## src/rtl/alu_pkg.sv

```systemverilog
// Shared types and constants for the ALU operand stage.
// Defines the op bundle carried by the main and skid registers.
package alu_pkg;

  localparam int XLEN   = 32;
  localparam int REG_AW = 5;

  localparam logic MODE_ADD = 1'b0;
  localparam logic MODE_SUB = 1'b1;

  typedef struct packed {
    logic [XLEN-1:0]   a;
    logic [XLEN-1:0]   b;
    logic              mode;
    logic [REG_AW-1:0] rd;
  } op_t;

  localparam int OP_W = $bits(op_t);

endpackage

```

## src/rtl/alu_operand_stage_skid_buffer.sv

```systemverilog
// Two-entry valid/ready buffer (main + skid) with a registered in_ready.
// Strict FIFO order; flush drops both entries.
module skid_buffer #(
  parameter int W = 8
) (
  input  logic         clk,
  input  logic         rst_n,
  input  logic         flush,
  input  logic         in_valid,
  output logic         in_ready,
  input  logic [W-1:0] in_data,
  output logic         out_valid,
  input  logic         out_ready,
  output logic [W-1:0] out_data
);

  logic         main_valid;
  logic [W-1:0] main_data;
  logic         skid_valid;
  logic [W-1:0] skid_data;
  logic         accept;
  logic         main_free;

  // in_ready comes straight from a flop, so there is no ready path from out_ready.
  assign in_ready  = !skid_valid;
  assign accept    = in_valid && in_ready;
  assign main_free = !main_valid || out_ready;

  // NOTE: sequential state uses non-blocking assignments only; both entries,
  // data included, are reset so outputs read zero after reset.
  always_ff @(posedge clk or negedge rst_n) begin
    if (!rst_n) begin
      main_valid <= 1'b0;
      main_data  <= '0;
      skid_valid <= 1'b0;
      skid_data  <= '0;
    end else if (flush) begin
      main_valid <= 1'b0;
      skid_valid <= 1'b0;
    end else if (main_free) begin
      if (skid_valid) begin
        main_data  <= skid_data;
        main_valid <= 1'b1;
        skid_valid <= 1'b0;
      end else if (accept) begin
        main_data  <= in_data;
        main_valid <= 1'b1;
      end else begin
        main_valid <= 1'b0;
      end
    end else if (accept) begin
      skid_data  <= in_data;
      skid_valid <= 1'b1;
    end
  end

  assign out_valid = main_valid;
  assign out_data  = main_data;

endmodule

```

## src/rtl/alu_operand_stage.sv

```systemverilog
// Operand resolution stage feeding the 32-bit adder_subtractor.
// Optional writeback forwarding is enabled by defining OPERAND_FWD_EN.
module alu_operand_stage
  import alu_pkg::*;
(
  input  logic              clk,
  input  logic              rst_n,
  input  logic              flush,
  input  logic              in_valid,
  output logic              in_ready,
  input  logic [REG_AW-1:0] in_rs1_addr,
  input  logic [REG_AW-1:0] in_rs2_addr,
  input  logic [XLEN-1:0]   in_rs1_data,
  input  logic [XLEN-1:0]   in_rs2_data,
  input  logic [XLEN-1:0]   in_imm,
  input  logic              in_use_imm,
  input  logic              in_sub,
  input  logic [REG_AW-1:0] in_rd,
  input  logic              fwd_valid,
  input  logic [REG_AW-1:0] fwd_rd,
  input  logic [XLEN-1:0]   fwd_data,
  output logic              out_valid,
  input  logic              out_ready,
  output logic [XLEN-1:0]   out_a,
  output logic [XLEN-1:0]   out_b,
  output logic              out_mode,
  output logic [REG_AW-1:0] out_rd
);

  op_t resolved;
  op_t held;

  // NOTE: every field gets a default first so this block cannot infer a latch.
  always_comb begin
    resolved      = '0;
    resolved.a    = in_rs1_data;
    resolved.b    = in_use_imm ? in_imm : in_rs2_data;
    resolved.mode = in_sub ? MODE_SUB : MODE_ADD;
    resolved.rd   = in_rd;
`ifdef OPERAND_FWD_EN
    // Register 0 is hardwired zero and must never pick up a forwarded value.
    if (fwd_valid && fwd_rd != '0 && fwd_rd == in_rs1_addr)
      resolved.a = fwd_data;
    if (fwd_valid && fwd_rd != '0 && fwd_rd == in_rs2_addr && !in_use_imm)
      resolved.b = fwd_data;
`endif
  end

`ifndef OPERAND_FWD_EN
  logic fwd_unused;
  assign fwd_unused = ^{fwd_valid, fwd_rd, fwd_data, in_rs1_addr, in_rs2_addr};
`endif

  skid_buffer #(
    .W(OP_W)
  ) u_skid (
    .clk       (clk),
    .rst_n     (rst_n),
    .flush     (flush),
    .in_valid  (in_valid),
    .in_ready  (in_ready),
    .in_data   (resolved),
    .out_valid (out_valid),
    .out_ready (out_ready),
    .out_data  (held)
  );

  assign out_a    = held.a;
  assign out_b    = held.b;
  assign out_mode = held.mode;
  assign out_rd   = held.rd;

endmodule

```

## config.mk

```make
export PLATFORM = sky130hd
export DESIGN_NAME = alu_operand_stage
export DESIGN_NICKNAME = d
export VERILOG_FILES = /design/src/rtl/alu_pkg.sv /design/src/rtl/alu_operand_stage_skid_buffer.sv /design/src/rtl/alu_operand_stage.sv
export SDC_FILE = /design/constraint.sdc
export NUM_CORES = 1
export LEC_CHECK = 0
export BUFFER_PORTS_ARGS = -buffer_cell sky130_fd_sc_hd__clkbuf_2
export CAP_MARGIN = 0
export CORE_MARGIN = 5
export CORE_UTILIZATION = 45
export CTS_CLUSTER_DIAMETER = 60
export DETAILED_ROUTE_END_ITERATION = 10
export PLACE_DENSITY = 0.75
export SYNTH_ARGS = -nofsm -noshare
export SYNTH_HDL_FRONTEND = slang
export SYNTH_HIERARCHICAL = 1
export SYNTH_SLANG_ARGS = --single-unit
```

## constraint.sdc

```tcl
create_clock -name clk -period 1.89 [get_ports clk]
set_input_delay 0.189 -clock clk [delete_from_list [all_inputs] [get_ports clk]]
set_output_delay 0.189 -clock clk [all_outputs]
set_load 0.02 [all_outputs]
```

# ---- Word-level counts from Yosys, hierarchy flattened
# Cells that the tools add are included.
dict set report op_classes {
  mux 11
  bitwise_logic 2
  reduce_logical 9
}
# cell n
set ops {}
lappend ops {{$mux W70} 2}
lappend ops {{$mux W32} 1}
lappend ops {{$mux W1} 8}
lappend ops {{$reduce_and A3 Y1} 2}
lappend ops {{$reduce_bool A2 Y1} 2}
lappend ops {{$reduce_bool A3 Y1} 1}
lappend ops {{$logic_not A1 Y1} 2}
lappend ops {{$not A1 Y1} 2}
lappend ops {{$logic_and A1 B1 Y1} 1}
lappend ops {{$logic_or A1 B1 Y1} 1}
dict set report word_totals {
  regBits 142
  input_bits 156
  elab_cells 26
}

# ---- Logic depth before layout (Yosys ltp)
# Gate-level depths: netlist (run 1).
dict set report logic_depth {
  depth_word 6
  depth_mapped 5
  mapped_depth_nobuf 3
}

# ---- Hierarchy
# The synthesis (run 1) kept the hierarchy.
# mod instances cells_each area_each_um2
set modules_own_cells {}
lappend modules_own_cells {skid_buffer 1 383 6132.1}
lappend modules_own_cells {alu_operand_stage 1 36 544.3}

# ---- Worst setup path before layout (run 1)
# Ideal clock, no wire load.
dict set report synth_path {
  path_kind {register to register}
  startpoint {reg u_skid.main_valid (netlist: u_skid/out_valid)}
  endpoint {reg u_skid.main_data[52] (netlist: u_skid/out_data[52])}
  arrival_time_ns 1.513
  slack_ns 0.252
  path_stages_with_launch 5
  path_buffers 1
  synth_period_minus_slack_ns 1.638
  path_cell_list {dfrtp_1 > nor2b_2 > nor3_4 > buf_6 > mux2_2}
}
dict set report synth_via {
  elab_chain_cells 3
}
# element line
set synth_rtl {}
lappend synth_rtl {{from (decl)} alu_operand_stage_skid_buffer.sv:17} ;# logic main_valid;
lappend synth_rtl {{from (signal assigned)} alu_operand_stage_skid_buffer.sv:33} ;# main_valid <= 1'b0;
lappend synth_rtl {{from (signal assigned)} alu_operand_stage_skid_buffer.sv:38} ;# main_valid <= 1'b0;
lappend synth_rtl {{from (signal assigned)} alu_operand_stage_skid_buffer.sv:43} ;# main_valid <= 1'b1;
lappend synth_rtl {{$logic_not A1 Y1} alu_operand_stage_skid_buffer.sv:27} ;# assign main_free = !main_valid || out_ready;
lappend synth_rtl {{$logic_or A1 B1 Y1} alu_operand_stage_skid_buffer.sv:27}
lappend synth_rtl {{$reduce_and A3 Y1 (no line)} -}
lappend synth_rtl {{to (signal assigned)} alu_operand_stage_skid_buffer.sv:42} ;# main_data <= skid_data;
lappend synth_rtl {{to (signal assigned)} alu_operand_stage_skid_buffer.sv:46} ;# main_data <= in_data;
lappend synth_rtl {{to (decl)} alu_operand_stage_skid_buffer.sv:18} ;# logic [W-1:0] main_data;
# No other way between the ends.
# A chain may end at the register's enable or synchronous reset.

# ---- Final worst setup path (run 1)
dict set report layout_path {
  startpoint {reg u_skid.main_valid (netlist: u_skid/out_valid)}
  endpoint {reg u_skid.main_data[25] (netlist: u_skid/out_data[25])}
}
# The elaborated chain is that of the path after synthesis.

==> run metrics, run 1 <==
setup TNS 0 ns; synth-to-layout area growth 26.3%; CP peak stage delay 0.39 ns; drt total wl between 10,000 and 15,000 µm; post-DR wirelength/cell ~17 µm; switching power around 2500 µW; crit-path max FO between 40 and 50; antenna cells 0; Tmin final around 1.7 ns; CP Launch Type flop; IO Pins ~230; Hold Crit Class primary input to flop; Fmax roughly 600 MHz; Clock Power Share between 30% and 40%; initial antenna violation count 0; hold path start in_rs1_data[29]; drt initial violations 154; final setup violation count 0; Post-Syn Area 0.00668 mm²; Comb power frac between 20% and 30%; crit path DAT 1.99 ns; DR vias/cell 5.08; Final Cycle Share between 80 and 90%; internal power approximately 7100 µW; grt total ovfl 0; most frequent cells in the layout mux2_2 (186), clkbuf_2 (178), dfrtp_1 (141); Setup Crit Path Kind flop to flop; Clock Path Buffers 2; Tot Pwr between 9000 and 10,000 µW; R2R Path Start u_skid/out_valid$_DFFE_PN0P_; Sw Share around a quarter; Clock H-tree levels 4; Port Buffers between 150 and 200; largest net degree at the start of global routing 54; yosys warns 6; Initial Utilization between 40% and 50%; commonest non-fill, non-tap cell in the layout mux2_2; drt pass-1 iters 4; Final Wtd Congestion between 0.7 and 0.8; first-pass GRT wire length around 23,000 µm; CP max stage cell dfrtp_1; post-DP HPWL ~9900 µm; num rows between 40 and 50; vias in the first global route between 4,000 and 5,000; layout cells sized above 1 71.4%; Slew Viols, Final 0; final net count about 760; vias post-DR between 4,000 and 5,000; height of the die between 100 and 150 µm; Post-CTS Setup Bufs 0; Reg power frac between 40% and 50%; Residual DRC 0; sequential area share after synthesis between 50% and 60%; CTS Buf Count 17; Worst Path Buf+Inv 1; die width ~130 µm; CTS root buffer clkbuf_16; maxcap violations 0; Crit. End Element flop; critical-path cell list nor2b_2 > nor3_4 > buf_12 > mux2_2; average cell area after synthesis around 16 µm²; Die Area between 0.015 and 0.02 mm²; Slew @ Worst Pin about 0.46 ns; clk_lat worst skew 0.41 ns; Layout Utilization 58.0%; Setup crit start u_skid/out_valid$_DFFE_PN0P_; Critical Path RT between 2 and 2.5 ns; Slew headroom between 60 and 70%; peak supply drop 0.616 mV; Final Hold Viols 0; register bit count reported by yosys 142; Antenna Nets Post-Route 0; Distinct cells, synth 16; CTS clk-pin slew, worst paths 0.06 ns; post-synthesis net count about 580; Cell Pwr Density around 1100 mW/mm²; family with the most delay on the worst path simple AND/OR/NAND/NOR gates; status finished, final reports clean; post-synthesis cell count ~420; TritonCTS clock tree done; clock sink total about 140; Worst Clk Skew roughly 0.0069 ns; Core ar. roughly 0.015 mm²; RSZ-0062 raised after global routing no; Global Route Usage Sum 16.6%; Leak 0.00398 µW
## per-stage QoR
stage / hold WS (ns) / instance area [µm²] / std cells / worst slack (ns)
after detailed placement: 0.168 / 7770 / 766 / 0.176
final: 0.0276 / 8440 / 800 / 0.193
after global placement: 0.159 / 7770 / 766 / 0.211
after CTS: 0.00165 / 8440 / 800 / 0.166
after global routing: 0.00763 / 8440 / 800 / 0.142
after floorplan: -0.107 / 6680 / 419 / 0.252
## kinds of logic (layout without fill, tap and decap cells)
kind of cell / Yosys count / in the layout / synth area share, %
AO/OA/AOI/OAI: 1 / 1 / 0.0749
flip-flops: 142 / 142 / 53.2
multiplexers: 242 / 242 / 42.5
AND/OR/NAND/NOR: 7 / 7 / 0.768
buffers and inverters: 27 / 224 / 3.43
## worst paths after layout
check	cells past startpoint	endpoint	slack, ns
max in group asynchronous	3	u_skid/skid_data[53]$_DFFE_PN0P_	0.94
max	4	u_skid/out_data[25]$_DFFE_PN0P_	0.19
min reg2reg	1	u_skid/out_data[51]$_DFFE_PN0P_	0.49
min	2	u_skid/skid_data[67]$_DFFE_PN0P_	0.03
min in group asynchronous	2	u_skid/out_data[33]$_DFFE_PN0P_	0.30
max reg2reg	4	u_skid/out_data[25]$_DFFE_PN0P_	0.19
## flip-flops by register name (all words and copies together), names as in the netlist
signal             cells
u_skid/out_data       70
u_skid/out_valid       1
u_skid/skid_data      70
u_skid/skid_valid      1
## cell type report
class / count / area [µm²]
fillers: 1180 / 6100
repair buffers: 191 / 1100
clock inverters: 9 / 155
multi-input cells: 250 / 2910
flip-flops and latches: 142 / 3550
clock buffers: 23 / 488
inverters: 1 / 3.75
well taps: 184 / 230
## Yosys cell counts
library cell  count  area share (%)
mux2_1           26             4.4
a21oi_1           1           0.075
nor3_4            1            0.24
nor2_2            1           0.094
buf_2            15             1.1
mux2_4           30             6.7
buf_6             8             1.3
dfrtp_1         142              53
nor3_1            1           0.075
nand3_1           1           0.075
buf_12            3            0.90
mux2_2          186              31
nand2b_1          1           0.094
nor2_1            1           0.056
nor2b_2           1            0.13
inv_1             1           0.056
## routing by layer
layer	vias to the layer above	routed length [µm]	GRT usage, %
met2	102	7560	29.4
met3	21	676	4.73
li1	1884	-	-
met5	-	0	0
met4	0	283	7.20
met1	2059	5410	18.5
## power by group through the flow
stage | Combinational [µW] | Clock (µW) | Sequential (µW)
floorplan | 922 | 0 | 4420
detailed placement | 1970 | 0 | 4140
global placement | 1900 | 0 | 4080
global route | 2100 | 3800 | 4170
CTS | 1980 | 3670 | 4090
finish | 1940 | 3580 | 4090
## repair_timing
action / in CTS / in global routing
hold endpoints to repair: 46 / 0
endpoints found under the setup margin: 0 / 0
hold buffers: 2 / 0
resized for setup: 0 / 0
## worst register-to-register path, cell delays in order, from the launching register on
cell,delay [ns]
dfrtp_1,0.39
nor2b_2,0.19
nor3_4,0.29
buf_12,0.29
mux2_2,0.42
Power figures use the tool's default switching activity.
==> run 2, diff against run 1 <==
Settings changed: CELL_PAD_IN_SITES_DETAIL_PLACEMENT from default to 0, CELL_PAD_IN_SITES_GLOBAL_PLACEMENT from default to 1, CORE_UTILIZATION 45 to 40, GPL_TIMING_DRIVEN from default to 0, PLACE_DENSITY 0.75 to 0.83, SYNTH_HIERARCHICAL 1 to default.
==> run metrics, run 2 <==
status finished, final reports clean; Port Buffers 178; Antenna Nets Post-Route 0; Initial Utilization between 40% and 50%; clk_lat worst skew 0.41 ns; clock sink total approximately 140; IO Pins 228; post-synthesis net count approximately 660; Post-DP Area a little under 0.008 mm²; Worst Clk Skew 0.00571 ns; grt total ovfl 0; post-DP HPWL around 12,000 µm; TritonCTS clock tree done; XOR/XNOR share of the synthesized area 0%; switching power about 2500 µW; average cell area after synthesis around 13 µm²; Setup Crit Path Kind flop to output port; Critical Path RT roughly 1.7 ns; crit path DAT 1.56 ns; Final Wtd Congestion 0.837; Slew @ Worst Pin between 0.6 and 0.7 ns; Hold Path Depth 2; internal power 6830 µW; Reg power frac 43.3%; die width between 100 and 150 µm; Synth Flop Type dfrtp_1; critical-path cell list buf_2 > inv_2 > clkbuf_4 > clkbuf_2; top cells by area, synth dfrtp_1 (53%), mux2_4 (16%), mux2i_1 (10%), o21ai_0 (5.2%), o21ai_1 (5.2%); main combinational cell family by area after synthesis multiplexers; Slew Viols, Final 0; Comb power frac between 20% and 30%; drt initial violations about 220; peak supply drop around 0.56 mV; setup TNS 0 ns; num rows 47; Global Route Usage Sum 17.2%; final net count approximately 860; Final Hold Viols 0; Cell Pwr Density between 1000 and 1500 mW/mm²; final setup violation count 0; commonest non-fill, non-tap cell in the layout clkbuf_2; vias post-DR about 4,800; Slew headroom a little under three fifths; CTS root buffer clkbuf_16; Synth async-reset ratio 100%; synth-to-layout area growth 27.2%; layout cells sized above 1 between 40 and 50%; initial antenna violation count 0; most frequent cells in the layout clkbuf_2 (177), dfrtp_1 (142); count leader, synth dfrtp_1; mux contribution to synthesized area 31.4%; Clock H-tree levels 4; fillers roughly 1,400; CTS clk-pin slew, worst paths roughly 0.060 ns; Multi-input gate area 0.00288 mm²; CTS Buf Count 17; RSZ-0062 raised after global routing no; Leak 0.00435 µW; EDFF count, synth 0; post-DR wirelength/cell between 15 and 20 µm; antenna cells 0; Final Cycle Share between 90% and 100%; family with the most delay on the worst path buffers and inverters; Die Area ~0.02 mm²; setup ws final between 0.1 and 0.15 ns; CP max stage cell dfrtp_1; Hold Crit Class primary input to flop; Synth Area in Compound Gates a little over a tenth; worst reg-to-reg path cell count 5; final std cells w/o fill between 900 and 1,000; sequential area share after synthesis 52.8%; register area between 0.003 and 0.004 mm²; Sw Share a little over a quarter; crit-path max FO 10; top-area cell type share of the netlist area 52.8%; pre-CTS WS about 0.11 ns; first-pass GRT wire length 27,200 µm; Residual DRC 0; drt pass-1 iters 4; CP peak stage delay between 0.3 and 0.4 ns; Fmax approximately 570 MHz; Core ar. approximately 0.017 mm²; DR vias/cell slightly above 5; Crit. End Element output port; Clock Power Share between 30% and 40%; area leader, netlist dfrtp_1; Distinct cells, synth 21; final instance area 0.00857 mm²; Layout Utilization about half; vias in the first global route slightly above 5,000; maxcap violations 0; simple logic cell fraction of the synthesized area 0.780%; CP Launch Type flop; Commonest cells post-synth dfrtp_1 (142), mux2_4 (70), mux2i_1 (70), o21ai_0 (70), o21ai_1 (70); Tmin final between 1.5 and 2 ns; Adder-Cell Fraction of Synth Area 0%; largest net degree at the start of global routing slightly below 80; Worst Path Buf+Inv 4; Clock Path Buffers 2; height of the die roughly 140 µm; Post-Syn Area between 0.006 and 0.007 mm²; drt total wl between 15,000 and 20,000 µm; instance count on the critical path 4; register bit count reported by yosys 142; Placed Instances between 900 and 1,000; post-synthesis cell count just over 500; yosys warns 0
run 2: cell count changes after synthesis, moves of 21 or more:
cell / change
mux2_4: +40
mux2_1: -21
mux2_2: -159
o21ai_1: +70
o21ai_0: +70
mux2i_1: +70
run 2: routing by layer:
metal / wire [µm] / GRT usage, % / vias up
met5: 0 / 0 / -
met4: 178 / 4.23 / 0
met3: 1250 / 6.07 / 15
met2: 7870 / 27.9 / 151
met1: 7580 / 22.3 / 2363
li1: - / - / 2234
run 2: cells by family (layout without fill, tap and decap cells):
| family | after synthesis | count (layout) |
|---|---|---|
| AO/OA/AOI/OAI | 141 | 141 |
| buffers and inverters | 43 | 257 |
| flip-flops | 142 | 142 |
| AND/OR/NAND/NOR | 7 | 7 |
| multiplexers | 172 | 172 |
run 2: final timing paths:
path                                                 startpoint  slack [ns]                                to
worst max-delay path              u_skid.skid_valid$_DFFE_PN0P_        0.14                          in_ready
worst min-delay path                            in_rs1_data[21]        0.03  u_skid.skid_data[59]$_DFFE_PN0P_
worst max register to register    u_skid.skid_valid$_DFFE_PN0P_        0.28   u_skid.out_data[62]$_DFFE_PN0P_
worst min register to register  u_skid.skid_data[9]$_DFFE_PN0P_        0.50   u_skid.skid_data[9]$_DFFE_PN0P_
max in group asynchronous                                 rst_n        0.76   u_skid.out_data[65]$_DFFE_PN0P_
min in group asynchronous                                 rst_n        0.38   u_skid.out_data[11]$_DFFE_PN0P_
run 2: power by group through the flow:
stage          clock, µW  combinational, µW  sequential (µW)
6_report            3320               2000             4060
5_1_grt             3530               2160             4130
4_1_cts             3390               2020             4050
3_5_place_dp           0               2010             4090
3_3_place_gp           0               1940             4060
2_1_floorplan          0               1050             4310
run 2: repair_timing:
action / in CTS / in global routing
hold endpoints to repair: 79 / 0
hold buffers: 3 / 0
buffers inserted: 0 / 0
endpoints found under the setup margin: 0 / 14
gates resized for setup: 0 / 2
run 2: layout make-up:
class / instances / share of cell area (%)
multi-input cells: 320 / 33.7
plain buffers: 42 / 3.53
clock inverters: 6 / 0.935
flip-flops and latches: 142 / 41.5
repair buffers: 182 / 11.2
inverters: 1 / 0.0438
clock buffers: 26 / 5.95
well taps: 220 / 3.21
run 2: worst register-to-register path, cell delays in order, from the launching register on:
cell and delay [ns]:
dfrtp_1 0.36, buf_2 0.17, o21bai_4 0.35, clkbuf_1 0.38
o21ai_0 0.17, o21ai_1 0.11
run 2: through the flow:
stage          power (µW)  hold WS, ns
2_1_floorplan        5360       -0.107
3_3_place_gp         6000        0.381
3_5_place_dp         6100        0.258
4_1_cts              9470      0.00724
5_1_grt              9810       0.0122
6_report             9370       0.0277
